### config.mk
export PLATFORM = sky130hd
export DESIGN_NAME = spike_encoder
export DESIGN_NICKNAME = d
export VERILOG_FILES = /design/src/rtl/spike_encoder.sv
export SDC_FILE = /design/constraint.sdc
export NUM_CORES = 1
export LEC_CHECK = 0
export CORE_ASPECT_RATIO = 1.25
export CORE_MARGIN = 2
export CORE_UTILIZATION = 40
export CTS_CLUSTER_SIZE = 25
export DETAILED_ROUTE_END_ITERATION = 12
export GPL_TIMING_DRIVEN = 0
export PLACE_DENSITY = 0.55
export SYNTH_ARGS = -nofsm -noshare
export SYNTH_HDL_FRONTEND = slang
export SYNTH_SLANG_ARGS = --single-unit
export TNS_END_PERCENT = 50
### constraint.sdc
create_clock -name clk -period 5.6 [get_ports clk]
set_input_delay 0.56 -clock clk [delete_from_list [all_inputs] [get_ports clk]]
set_output_delay 0.56 -clock clk [all_outputs]
set_load 0.005 [all_outputs]
### src/rtl/spike_encoder.sv
// Sigma-delta rate encoder: turns a frame of channel intensities into
// per-tick spike vectors for a round-robin consumer.
module spike_encoder #(
  parameter int WIDTH  = 8,
  parameter int HEIGHT = 7,
  parameter int WINDOW = 256
) (
  input  logic                      clk,
  input  logic                      rst,
  input  logic                      in_valid,
  output logic                      in_ready,
  input  logic [HEIGHT*WIDTH-1:0]   in_data,
  output logic [HEIGHT-1:0]         spikes,
  output logic                      tick,
  output logic                      busy,
  output logic                      frame_done
);

  localparam int PW = $clog2(HEIGHT);
  localparam int TW = $clog2(WINDOW) + 1;
  localparam logic [PW-1:0] LAST_PH = PW'(HEIGHT - 1);
  localparam logic [TW-1:0] LAST_T  = TW'(WINDOW - 1);

  typedef enum logic {
    IDLE = 1'b0,
    RUN  = 1'b1
  } state_t;

  state_t              r_state;
  logic [WIDTH-1:0]    r_value [HEIGHT];
  logic [WIDTH-1:0]    r_acc   [HEIGHT];
  logic [PW-1:0]       r_phase;
  logic [TW-1:0]       r_tcnt;
  logic [HEIGHT-1:0]   r_spikes;
  logic                r_done;

  logic [WIDTH:0]      w_sum   [HEIGHT];
  logic [HEIGHT-1:0]   w_carry;
  logic                w_end_tick;
  logic                w_last_tick;

  // One accumulator per channel; the carry out is that channel's spike
  for (genvar g = 0; g < HEIGHT; g++) begin : g_ch
    assign w_sum[g]   = {1'b0, r_acc[g]} + {1'b0, r_value[g]};
    assign w_carry[g] = w_sum[g][WIDTH];
  end

  assign w_end_tick  = (r_phase == LAST_PH);
  assign w_last_tick = (r_tcnt == LAST_T);

  always_ff @(posedge clk or posedge rst) begin
    if (rst) begin
      r_state  <= IDLE;
      r_phase  <= '0;
      r_tcnt   <= '0;
      r_spikes <= '0;
      r_done   <= 1'b0;
      for (int i = 0; i < HEIGHT; i++) begin
        r_value[i] <= '0;
        r_acc[i]   <= '0;
      end
    end else begin
      r_done <= 1'b0;
      unique case (r_state)
        IDLE: begin
          if (in_valid) begin
            // First addition starts from zero, so acc simply takes value
            for (int i = 0; i < HEIGHT; i++) begin
              r_value[i] <= in_data[i*WIDTH +: WIDTH];
              r_acc[i]   <= in_data[i*WIDTH +: WIDTH];
            end
            r_spikes <= '0;
            r_phase  <= '0;
            r_tcnt   <= '0;
            r_state  <= RUN;
          end
        end
        RUN: begin
          r_phase <= w_end_tick ? '0 : r_phase + 1'b1;
          if (w_end_tick) begin
            if (w_last_tick) begin
              r_spikes <= '0;
              r_done   <= 1'b1;
              r_state  <= IDLE;
            end else begin
              for (int i = 0; i < HEIGHT; i++) begin
                r_acc[i] <= w_sum[i][WIDTH-1:0];
              end
              r_spikes <= w_carry;
              r_tcnt   <= r_tcnt + 1'b1;
            end
          end
        end
        default: r_state <= IDLE;
      endcase
    end
  end

  assign in_ready   = (r_state == IDLE);
  assign busy       = (r_state == RUN);
  assign tick       = busy && (r_phase == '0);
  assign spikes     = r_spikes;
  assign frame_done = r_done;

endmodule

**Word level (Yosys, flattened, before mapping)**

Index checks and enable logic that the tools add are counted.

- Register bits after elaboration: 133
- Bits of input ports: 59
- Output and inout port bits: 11
- Logic and storage cells: 61

- Add/subtract/negate cells: 9
- Equal/unequal tests: 5
- Mux-type cells: 22
- Bitwise logic cells: 1
- Reductions and logical operators: 5

Operators with widths:

| cell | count |
|---|---|
| 2-to-1 mux 56 bit | 3 |
| one-hot mux 56 bit (2 select lines) | 1 |
| adder 8 x 8 -> 9 bit | 7 |
| 2-to-1 mux 9 bit | 3 |
| 2-to-1 mux 7 bit | 3 |
| one-hot mux 9 bit (2 select lines) | 1 |
| one-hot mux 7 bit (2 select lines) | 1 |
| adder 9 x 1 -> 9 bit, second input constant | 1 |
| == test 9 x 8 -> 1 bit, second input constant | 1 |
| 2-to-1 mux 1 bit | 6 |
| 2-to-1 mux 3 bit | 2 |
| one-hot mux 3 bit (2 select lines) | 1 |
| inequality test 2 bit, second input constant | 2 |
| AND reduction 2 bit | 2 |
| adder 3 x 1 -> 3 bit, second input constant | 1 |
| == test 3 bit, second input constant | 1 |
| zero test 3 bit | 1 |
| AND reduction 3 bit | 1 |
| inequality test 2 x 1 -> 1 bit, second input constant | 1 |
| one-hot mux 1 bit (2 select lines) | 1 |
| logical AND 1 bit | 1 |
| NOT 1 bit | 1 |

**Depth between registers and ports, before layout**

- Depth after elaboration: 4
- Gate-level depth with buffers: 11
- Gate-level depth less buffers: 10

**Worst setup path before layout**

No wires, ideal clock.

- Path type: flip-flop to flip-flop
- Start point: register r_tcnt[0]
- End point: register r_acc[0] in the netlist's numbering
- Library setup time: 0.133 ns
- Arrival: 1.851 ns
- Slack: 3.616 ns
- Stages on the path, launching flop included: 12
- Path buffers: 2
- Path through: dfrtp_1 > ha_1 > and3_1 > nand3_1 > nor2_1 > ha_1 > and2b_4 > nor2_8 > buf_6 > buf_4 > nand2_1 > o21ai_0

- Word-level cells in the longest chain between the ends: 3

RTL lines:

| item | RTL line | RTL |
|---|---|---|
| start, declared | 33 | `logic [TW-1:0] r_tcnt;` |
| start signal, assigned | 90 | `r_tcnt <= r_tcnt + 1'b1;` |
| == test 9 x 8 -> 1 bit | 49 | `assign w_last_tick = (r_tcnt == LAST_T);` |
| inequality test 2 bit (no line) | -- |  |
| AND reduction 3 bit (no line) | -- |  |
| end signal, assigned by index | 70 | `r_acc[i] <= in_data[i*WIDTH +: WIDTH];` |
| end signal, assigned by index | 87 | `r_acc[i] <= w_sum[i][WIDTH-1:0];` |
| end, declared | 31 | `logic [WIDTH-1:0] r_acc [HEIGHT];` |

No other way between the ends.
A chain may end at the register's enable or synchronous reset.

**Worst setup path after layout**

- Start point: register r_state (netlist: busy)
- End point: output port tick

- Word-level cells in the longest chain between the ends: 1

RTL lines:

| item | RTL line | RTL |
|---|---|---|
| start, declared | 29 | `state_t r_state;` |
| start signal, assigned | 53 | `r_state <= IDLE;` |
| start signal, assigned | 75 | `r_state <= RUN;` |
| start signal, assigned | 84 | `r_state <= IDLE;` |
| logical AND 1 bit | 101 | `assign tick = busy && (r_phase == '0);` |
| end, declared | 14 | `output logic tick,` |

No other way between the ends.

==> results.yml <==
place:
  port_buffers: 69
  dpl_cell_area_sq_mm: 0.008806
  dp_hpwl_mm: 15.68
  place.gp.congestion: 0.8250
global_route:
  met1_usage_pct: 30.40
  antenna_found_initial: 0
  grtUsageMet3_pct: 3.618
  grt_start_max_net_pins: 78
  overflow: 0
  track_usage_pct: 23.57
  busiest_layer: "met2"
  grt_pass1_wl_mm: 36.59
  first_global_vias: 6684
  grtUsageMet2_pct: 39.85
clock_network:
  cts-root-buf: "clkbuf_16"
  holdBufCountCts: 0
  cts_setup_buffers: 0
  numClockSinks: 133
  cts_tree: "done"
  clockBufferDepth: 2
  htree_levels: 4
  path_clk_slew_ps: 60
  cts_resized: 0
  clock_latency_ps: 430
  cts_buffers: 17
layout:
  fin_nets: 1082
  multi_input_area_sq_mm: 0.004120
  num-fill-cells: 1897
  drive_gt1_share_pct: 5.870
  regArea_sq_mm: 0.003328
  finalInstanceArea_sq_mm: 0.009427
  area.growth.synth_to_final_pct: 21.05
  antennaDiodeCount: 0
  postLayoutCoreUtil_pct: 48.95
synthesis:
  synth_top_area_share_pct: 42.74
  syn_area_per_cell_sq_um: 8.961
  synth_warnings: 0
  yosys-top-cells-area: "dfrtp_1, nand2_1, ha_1"
  ys_ff_latch: 133
  yosysTopAreaCell: "dfrtp_1"
  synthArstFlopShare_pct: 100.0
  syn_nets: 993
  synthCells: 869
  synth.most_common_cell: "nand2_1"
  yosysUniqueCellTypes: 46
  yosysSeqAreaShare_pct: 42.74
  syn_area_sq_mm: 0.007787
  synth_edf_count: 0
  yosys-top-cells-count: "nand2_1, dfrtp_1, o21ai_0, ha_1, nor2_1"
  ys.flop_type: "dfrtp_1"
detailed_routing:
  detail_route.wl_per_cell_microns: 19.07
  wl_mm: 23.02
  via_count: 6473
  vias_per_cell: 5.363
  drt_iter0_markers: 304
  detail-route-antenna-nets: 0
  drc: 0
  drt_pass1_iterations: 6
die:
  initial_core_util_pct: 40.44
  io_pins: 70
  fp.dieW_microns: 128.8
  die_h_microns: 160
  die_area_sq_mm: 0.02061
  rows: 57
  core_area_sq_mm: 0.01926
hold_path:
  holdPathStages: 2
  hold_path_class: "reg -> reg"
timing:
  slew_headroom_pct: 24.38
  period_minus_slack_ps: 3230
  max_freq_mhz: 309.6
  grt_setup_unrepaired: "no"
  fin_skew_ps: 7.757
  fin_crit_sh_pct: 57.67
  setup_viol: 0
  worst_pin_slew_ps: 1134
  fin_setup_tns_ps: 0
  final_hold_viol_count: 0
  slew_viol_final: 0
setup_path:
  path_delay_family: "buffers and inverters"
  cp_cell_sequence: "buf_4 > clkinv_1 > clkbuf_1 > nor4_1 > clkdlybuf4s50_1"
  r2r_cells: 10
  crit_slowest_cell: "clkdlybuf4s50_1"
  crit_type: "reg -> out"
  cp-end-kind: "primary output"
  critPathArrivalTime_ps: 2670
  path_depth: 5
  cp-start-kind: "flip-flop"
  cp_max_fo: 10
  worst-path-buf-inv: 4
  required_ps: 5040
  max_stage_delay_ps: 600
power:
  p_per_area_mw_per_mm2: 457.9
  ir_worst_vdd_mv: 0.2227
  p_leak_nw: 4.448
run_status:
  status: "complete, no violations"
flow_run:
  maxCapViolations: 0
cell type report:
class	instances	area share (%)
multi-input combinational	663	43.71
sequential	133	35.31
timing repair buffer	70	7.619
clock buffer	23	5.283
tap	236	3.132
buffer	37	2.164
inverter	36	1.487
clock inverter	9	1.301
stage by stage:
step / std cells / power [mW] / setup WS [ps] / hold slack [ps]
finish: 1207 / 4.316 / 2371 / 474.9
global route: 1207 / 4.663 / 2297 / 489.8
CTS: 1207 / 4.335 / 2375 / 475.5
detailed placement: 1175 / 3.129 / 2864 / 463.4
global placement: 1174 / 3.101 / -824.2 / 458.2
floorplan: 869 / 2.686 / 1486 / 442.5
report_power, final:
part	internal [mW]	switching, mW	total [mW]
registers	1.24	0.177	1.41
clock network	0.756	0.436	1.19
logic	0.801	0.910	1.71
total	2.79	1.52	4.32
final timing paths:
| kind | from | endpoint | slack [ps] |
|---|---|---|---|
| max | busy$_DFF_PP0_ | tick | 2370 |
| min | r_acc[4]$_DFFE_PP0P_ | r_acc[4]$_DFFE_PP0P_ | 470 |
| max reg2reg | r_tcnt[0]$_DFFE_PP0P_ | r_acc[28]$_DFFE_PP0P_ | 2950 |
| min reg2reg | r_acc[4]$_DFFE_PP0P_ | r_acc[4]$_DFFE_PP0P_ | 470 |
| max in group asynchronous | rst | r_tcnt[2]$_DFFE_PP0P_ | 4210 |
| min in group asynchronous | rst | r_value[48]$_DFFE_PP0P_ | 600 |
logic make-up (layout without fill, tap and decap cells):
| kind of cell | count (synthesis) | count (layout) | synth area share [%] |
|---|---|---|---|
| compound gates | 226 | 226 | 18.17 |
| xor+xnor | 13 | 13 | 1.462 |
| fa+ha+maj | 65 | 65 | 11.12 |
| buf+inv | 73 | 175 | 4.354 |
| flops | 133 | 133 | 42.74 |
| mux | 22 | 22 | 2.844 |
| simple gates | 337 | 337 | 19.31 |
layout by cell type, fill, tap and decap left out, drive strengths merged, types with 3 or more instances in the layout:
master and instances:
clkbuf 43, nand3 8, o311ai 7, a21o 9
nor3b 14, inv 35, o21ai 95, a21oi 31
ha 58, o21a 18, o211ai 6, xnor2 8
nor3 10, nor2b 32, nor2 45, clkinv 6
and3 6, nand2 214, a21boi 8, o31a 7
clkdlybuf4s50 69, buf 18, xor2 5, o21bai 7
fa 7, bufinv 3, mux2i 21, dfrtp 133
a2bb2oi 7, a211oi 23, a2111oi 7
layer usage:
| layer | part of all wire [%] | vias to the layer above |
|---|---|---|
| met3 | 3.8 | 37 |
| met2 | 49 | 139 |
| met1 | 44 | 3116 |
| met5 | 0 | - |
| met4 | 2.5 | 0 |
| li1 | - | 3181 |
registers in the layout, indices dropped and copies added (netlist names):
name / count
r_phase: 3
r_tcnt: 9
r_value: 56
spikes: 7
busy: 1
r_acc: 56
frame_done: 1
tightest hold or removal path: cells and delay by family (launching register included):
| family | cells | cell delay (ps) |
|---|---|---|
| flip-flops | 1 | 340 |
| AND/OR/NAND/NOR | 2 | 100 |
(Power assumes the default switching activity.)
